File: config.mk
export PLATFORM = sky130hd
export DESIGN_NAME = spi_op_router
export DESIGN_NICKNAME = d
export VERILOG_FILES = /design/src/rtl/spi_op_router.sv
export SDC_FILE = /design/constraint.sdc
export NUM_CORES = 1
export LEC_CHECK = 0
export CAP_MARGIN = 10
export CORE_MARGIN = 3
export CORE_UTILIZATION = 30
export CTS_BUF_LIST = sky130_fd_sc_hd__clkbuf_8
export DETAILED_ROUTE_END_ITERATION = 8
export GPL_ROUTABILITY_DRIVEN = 0
export PLACE_DENSITY = 0.45
export SLEW_MARGIN = 20
export SYNTH_ARGS = -nofsm -noshare
export SYNTH_HDL_FRONTEND = slang
export SYNTH_SLANG_ARGS = --single-unit
export TNS_END_PERCENT = 20
File: constraint.sdc
create_clock -name clk -period 5.8 [get_ports clk]
set_input_delay 1.16 -clock clk [delete_from_list [all_inputs] [get_ports clk]]
set_output_delay 1.16 -clock clk [all_outputs]
set_load 0.005 [all_outputs]
File: src/rtl/spi_op_router.sv
// spi_op_router: parses SPI opcode frames into words and queues them in per-channel show-ahead FIFOs.
// Optional feature: SPI_ROUTER_EXT_KBD_EN merges a local keyboard source into channel 0 behind SPI.
module spi_op_router #(
   parameter int NUM_CH        = 3,
   parameter int PAYLOAD_BYTES = 3,
   parameter int DATA_W        = 8 * PAYLOAD_BYTES,
   parameter int DEPTH         = 4
) (
   input  logic                     clk,
   input  logic                     rst_n,
   input  logic                     frame_active,
   input  logic [7:0]               rx_byte,
   input  logic                     rx_valid,
   output logic [NUM_CH*DATA_W-1:0] ch_data,
   output logic [NUM_CH-1:0]        ch_valid,
   input  logic [NUM_CH-1:0]        ch_ready,
   output logic                     frame_err,
   output logic [NUM_CH-1:0]        overflow
`ifdef SPI_ROUTER_EXT_KBD_EN
   ,
   input  logic [DATA_W-1:0]        ext_kbd_data,
   input  logic                     ext_kbd_valid,
   output logic                     ext_kbd_ready
`endif
);
   localparam int AW = $clog2(DEPTH);
   localparam int CW = $clog2(PAYLOAD_BYTES + 1);
   typedef enum logic [1:0] {S_OP, S_PAY, S_DISCARD} state_t;
   state_t state, state_n;
   logic [CW-1:0] cnt, cnt_n;
   logic [7:0] ch_sel, ch_sel_n, cch, cch_n;
   logic [DATA_W-1:0] asm_r, asm_n, cword, cword_n, ext_data;
   logic cvld, cvld_n, err_n, ext_push;
   logic [NUM_CH-1:0] spi_req, has_space, ovf_n;
   // frame parser: opcode check, big-endian payload assembly, commit arming
   always_comb begin
      state_n  = state;
      cnt_n    = cnt;
      ch_sel_n = ch_sel;
      asm_n    = asm_r;
      cword_n  = cword;
      cch_n    = cch;
      cvld_n   = 1'b0;
      err_n    = 1'b0;
      if (!frame_active) begin
         state_n = S_OP;
         cnt_n   = '0;
         err_n   = (state == S_PAY) && (cnt != '0);
      end else if (rx_valid) begin
         case (state)
            S_OP: begin
               if (rx_byte >= 8'd1 && rx_byte <= 8'(NUM_CH)) begin
                  ch_sel_n = rx_byte - 8'd1;
                  cnt_n    = '0;
                  state_n  = S_PAY;
               end else begin
                  err_n   = 1'b1;
                  state_n = S_DISCARD;
               end
            end
            S_PAY: begin
               asm_n = (asm_r << 8) | DATA_W'(rx_byte);
               cnt_n = cnt + 1'b1;
               if (cnt == CW'(PAYLOAD_BYTES - 1)) begin
                  cvld_n  = 1'b1;
                  cword_n = asm_n;
                  cch_n   = ch_sel;
                  cnt_n   = '0;
                  state_n = S_OP;
               end
            end
            default: ;
         endcase
      end
   end
   // parser state, armed commit and registered error pulses
   always_ff @(posedge clk or negedge rst_n) begin
      if (!rst_n) begin
         state     <= S_OP;
         cnt       <= '0;
         ch_sel    <= '0;
         asm_r     <= '0;
         cword     <= '0;
         cch       <= '0;
         cvld      <= 1'b0;
         frame_err <= 1'b0;
         overflow  <= '0;
      end else begin
         state     <= state_n;
         cnt       <= cnt_n;
         ch_sel    <= ch_sel_n;
         asm_r     <= asm_n;
         cword     <= cword_n;
         cch       <= cch_n;
         cvld      <= cvld_n;
         frame_err <= err_n;
         overflow  <= ovf_n;
      end
   end
`ifdef SPI_ROUTER_EXT_KBD_EN
   logic alive;
   // holds ext_kbd_ready low while in reset and for the first cycle after
   always_ff @(posedge clk or negedge rst_n) begin
      if (!rst_n) alive <= 1'b0;
      else        alive <= 1'b1;
   end
   assign ext_kbd_ready = alive && has_space[0] && !spi_req[0];
   assign ext_push      = ext_kbd_valid && ext_kbd_ready;
   assign ext_data      = ext_kbd_data;
`else
   assign ext_push = 1'b0;
   assign ext_data = '0;
`endif
   for (genvar c = 0; c < NUM_CH; c++) begin : g_ch
      logic [DATA_W-1:0] mem [DEPTH];
      logic [AW-1:0] wp, rp;
      logic [AW:0] n;
      logic pop, push;
      assign pop          = ch_valid[c] && ch_ready[c];
      assign spi_req[c]   = cvld && (cch == 8'(c));
      assign has_space[c] = (n != (AW+1)'(DEPTH)) || pop;
      assign push         = (spi_req[c] || (c == 0 && ext_push)) && has_space[c];
      assign ovf_n[c]     = spi_req[c] && !has_space[c];
      assign ch_valid[c]  = n != '0;
      assign ch_data[c*DATA_W +: DATA_W] = ch_valid[c] ? mem[rp] : '0;
      // FIFO pointers and occupancy; a full FIFO accepts a push only alongside a pop
      always_ff @(posedge clk or negedge rst_n) begin
         if (!rst_n) begin
            wp <= '0;
            rp <= '0;
            n  <= '0;
         end else begin
            wp <= wp + AW'(push);
            rp <= rp + AW'(pop);
            n  <= n + (AW+1)'(push) - (AW+1)'(pop);
         end
      end
      // storage write; SPI commit wins over the external keyboard source
      always_ff @(posedge clk) begin
         if (push) mem[wp] <= spi_req[c] ? cword : ext_data;
      end
   end
endmodule

==> run metrics <==
status finished, final reports clean; final count of pins violating max slew 0; Sw Ratio 0.260; CP Capture Type output pin; pwr/cell area 358 mW/mm2; # rows 81; r2r setup slk 2450 ps; Final Critical Period 4310 ps; clock slew seen by the registers of the worst setup and hold paths 60 ps; Combinational Power Share 0.167; IO Count 94; clock share of power 0.357; IO Port Bufs 93; Hold EP ch_sel[6]$_DFFE_PN0P_; final setup TNS 0 ps; nets 976; # DRC 0; clk_lat worst skew 590 ps; initial drt markers 503; die width 229 um; Internal Dissipation 4.78 mW; Reg power frac 0.476; FMAX 232 MHz; syn_nets 830; Syn Area/Cell 18.7 um2; Critical Setup Path Class flop to output pin; RSZ-0062 raised after global routing no; final hold violations 0; Finished Layout Cells 1657; Reg2Reg Capture Point g_ch[1].mem[2][7]$_DFFE_PP_; largest net degree at the start of global routing 52; worst path cell trace buf_4 > mux4_2 > nor2b_1 > clkdlybuf4s50_1; synthesis-stage register bit count 374; R2R depth 6; leakage 7.19 nW; die footprint 0.0526 mm2; register area share after synthesis 0.722; initial antenna violation count 4; Layout area overhead 20.6%; global-route wire length before repair 52.2 mm; CTS Buf Count 66; hold path depth 1; Main synth FF type edfxtp_1; FF-to-FF Start cch[5]$_DFFE_PN0P_; Slowest cell on crit path dfrtp_1; WP data arrival 3150 ps; HPWL after DPL 20.6 mm; layout cells sized above 1 0.251; via count 7388; Crit path required time 4640 ps; crit share post-route 0.742; Fin Hold WS 488 ps; EDFF count, synth 288; Post-Synthesis Cell Area 0.0150 mm2; worst slew pin tran 991 ps; H-tree levels 3; postcts setup bufs 0; Async S/R FF share, synth 0.230; max incr delay on CP 880 ps; first drt pass iteration count 4; GRT Residual Overflow 0; CP Launch Type flop; P_sw 1.68 mW; number of cells produced by synthesis 798; Final Skew 23.1 ps; clk root buf clkbuf_8; Starting Density 0.305; DR vias/cell 4.46; max cap viols 0; core area 0.0491 mm2; CTS tree done; GRT Util Overall 0.133; Clock Tree Buf Depth 3; fin util 0.368; hold path start ch_sel[6]$_DFFE_PN0P_; maximum fanout along the worst path 13; total number of yosys warnings 0; CTS Sinks 374; Relative slew margins 0.336; Die Ht 229 um; Final ANT Viol Nets 0; worst vdd ir 148 uV; hold-fix buffers at CTS 0; Final Setup Violations 0; drt total wl 34.5 mm; dpl cells 1540; Hold Path Class flop to flop; distinct cell type count after synthesis 42; drt wl/cell 20.8 um; post-CTS resize count 0; vias in the first global route 8026
## layer usage
metal | GRT usage | up-vias | routed length [um]
li1 | - | 3335 | -
met1 | 0.185 | 3834 | 16000
met2 | 0.208 | 155 | 16100
met3 | 0.0326 | 64 | 1610
met4 | 0.0380 | 0 | 757
met5 | 0 | - | 0
## flip-flops by register name (all words and copies together) (netlist names)
name and cells:
g_ch.wp 6, g_ch.rp 6, cword 24, g_ch.n 9
frame_err 1, cvld 1, cnt 2, state 2
asm_r 16, g_ch.mem 288, ch_sel 8, cch 8
overflow 3
## how the worst max path moves through the flow
| stage | cells after the start | slack, ps | from | end |
|---|---|---|---|---|
| after floorplan | 2 | 1540 | ch_ready[2] | g_ch[2].mem[0][0]$_DFFE_PP_ |
| after global placement | 10 | 1970 | ch_ready[2] | g_ch[2].n[2]$_DFF_PN0_ |
| after detailed placement | 10 | 1920 | ch_ready[2] | g_ch[2].n[2]$_DFF_PN0_ |
| after CTS | 4 | 1330 | g_ch[0].rp[0]$_DFF_PN0_ | ch_data[17] |
| after global routing | 4 | 1240 | g_ch[0].rp[0]$_DFF_PN0_ | ch_data[17] |
| final | 4 | 1490 | g_ch[0].rp[0]$_DFF_PN0_ | ch_data[17] |
## logic make-up after synthesis
kind of cell	synth area share
DFF	0.722
xor gates and xnor gates	0.00761
buffers and inverters	0.0172
and+or+nand+nor	0.0853
muxes	0.144
AOI/OAI and AO/OA	0.00769
adders and majority gates	0.0157
## Yosys cell counts, types with 3 or more instances
cell      count  area, um2
nor2b_1      76        475
nor2_1        6       22.5
nand2b_1      3       18.8
mux4_2       72       1620
mux2_2       47        529
nor3_1        6       30.0
dfrtp_1      86       2150
nor3b_1       7       52.6
o21a_1        6       45.0
clkbuf_1     22       82.6
buf_6         3       33.8
and3_1        4       25.0
and2_1       73        457
xnor2_1       7       61.3
o21ai_0       4       20.0
fa_1          3       60.1
buf_2        11       55.1
inv_1        20       75.1
ha_1         14        175
nand2_1       7       26.3
xor2_1        6       52.6
edfxtp_1    288       8650
## cell type report
class / count / area (um2)
inverters: 20 / 75.1
repair buffers: 116 / 1100
clock inverters: 39 / 211
diodes: 3 / 7.51
multi-input cells: 366 / 3980
fillers: 4666 / 31000
well taps: 664 / 831
flip-flops and latches: 374 / 10800
clock buffers: 75 / 1030
## cells in the final DEF, fill, tap and decap left out, types with 2 or more instances in the layout
cell type | netlist | final
clkinv_2 | 0 | 4
nand2b_1 | 3 | 3
xnor2_1 | 7 | 7
edfxtp_1 | 288 | 288
inv_1 | 20 | 43
and3_1 | 4 | 3
nand2_1 | 7 | 7
nor3b_1 | 7 | 2
or4b_2 | 2 | 2
nor3_2 | 0 | 5
and4b_1 | 2 | 2
o21a_1 | 6 | 6
nor2b_1 | 76 | 76
mux4_2 | 72 | 72
clkbuf_8 | 0 | 75
clkinv_1 | 0 | 8
bufinv_16 | 0 | 2
a21oi_1 | 2 | 2
nor3b_2 | 0 | 5
fa_1 | 3 | 3
buf_4 | 1 | 24
ha_1 | 14 | 14
nor4_1 | 2 | 2
mux2_2 | 47 | 47
dfrtp_1 | 86 | 86
nor2_1 | 6 | 5
diode_2 | 0 | 3
o21ai_0 | 4 | 4
clkdlybuf4s50_1 | 0 | 92
xor2_1 | 6 | 6
a31oi_1 | 2 | 2
clkinvlp_4 | 0 | 2
and2_1 | 73 | 73
## worst max-delay path: cells and delay by family, from the launching register on
| family | cells | cell delay [ps] |
|---|---|---|
| muxes | 1 | 610 |
| buffers and inverters | 2 | 900 |
| DFF | 1 | 880 |
| and+or+nand+nor | 1 | 160 |
## power groups by stage
stage / clock [mW] / combinational, mW / sequential (mW)
after floorplan: 0 / 0.766 / 3.01
after global placement: 0 / 1.12 / 3.14
after detailed placement: 0 / 1.11 / 3.14
after CTS: 2.39 / 1.12 / 3.08
after global routing: 2.52 / 1.19 / 3.10
final: 2.31 / 1.08 / 3.08
## per-stage QoR
stage | cell area [um2] | power, mW | setup WS [ps]
after detailed placement | 16800 | 4.25 | 1920
after CTS | 18000 | 6.59 | 1330
after global routing | 18000 | 6.81 | 1240
after global placement | 16800 | 4.25 | 1970
final | 18000 | 6.46 | 1490
after floorplan | 15000 | 3.77 | 1540
No activity file was read; power rests on OpenSTA's default activity.
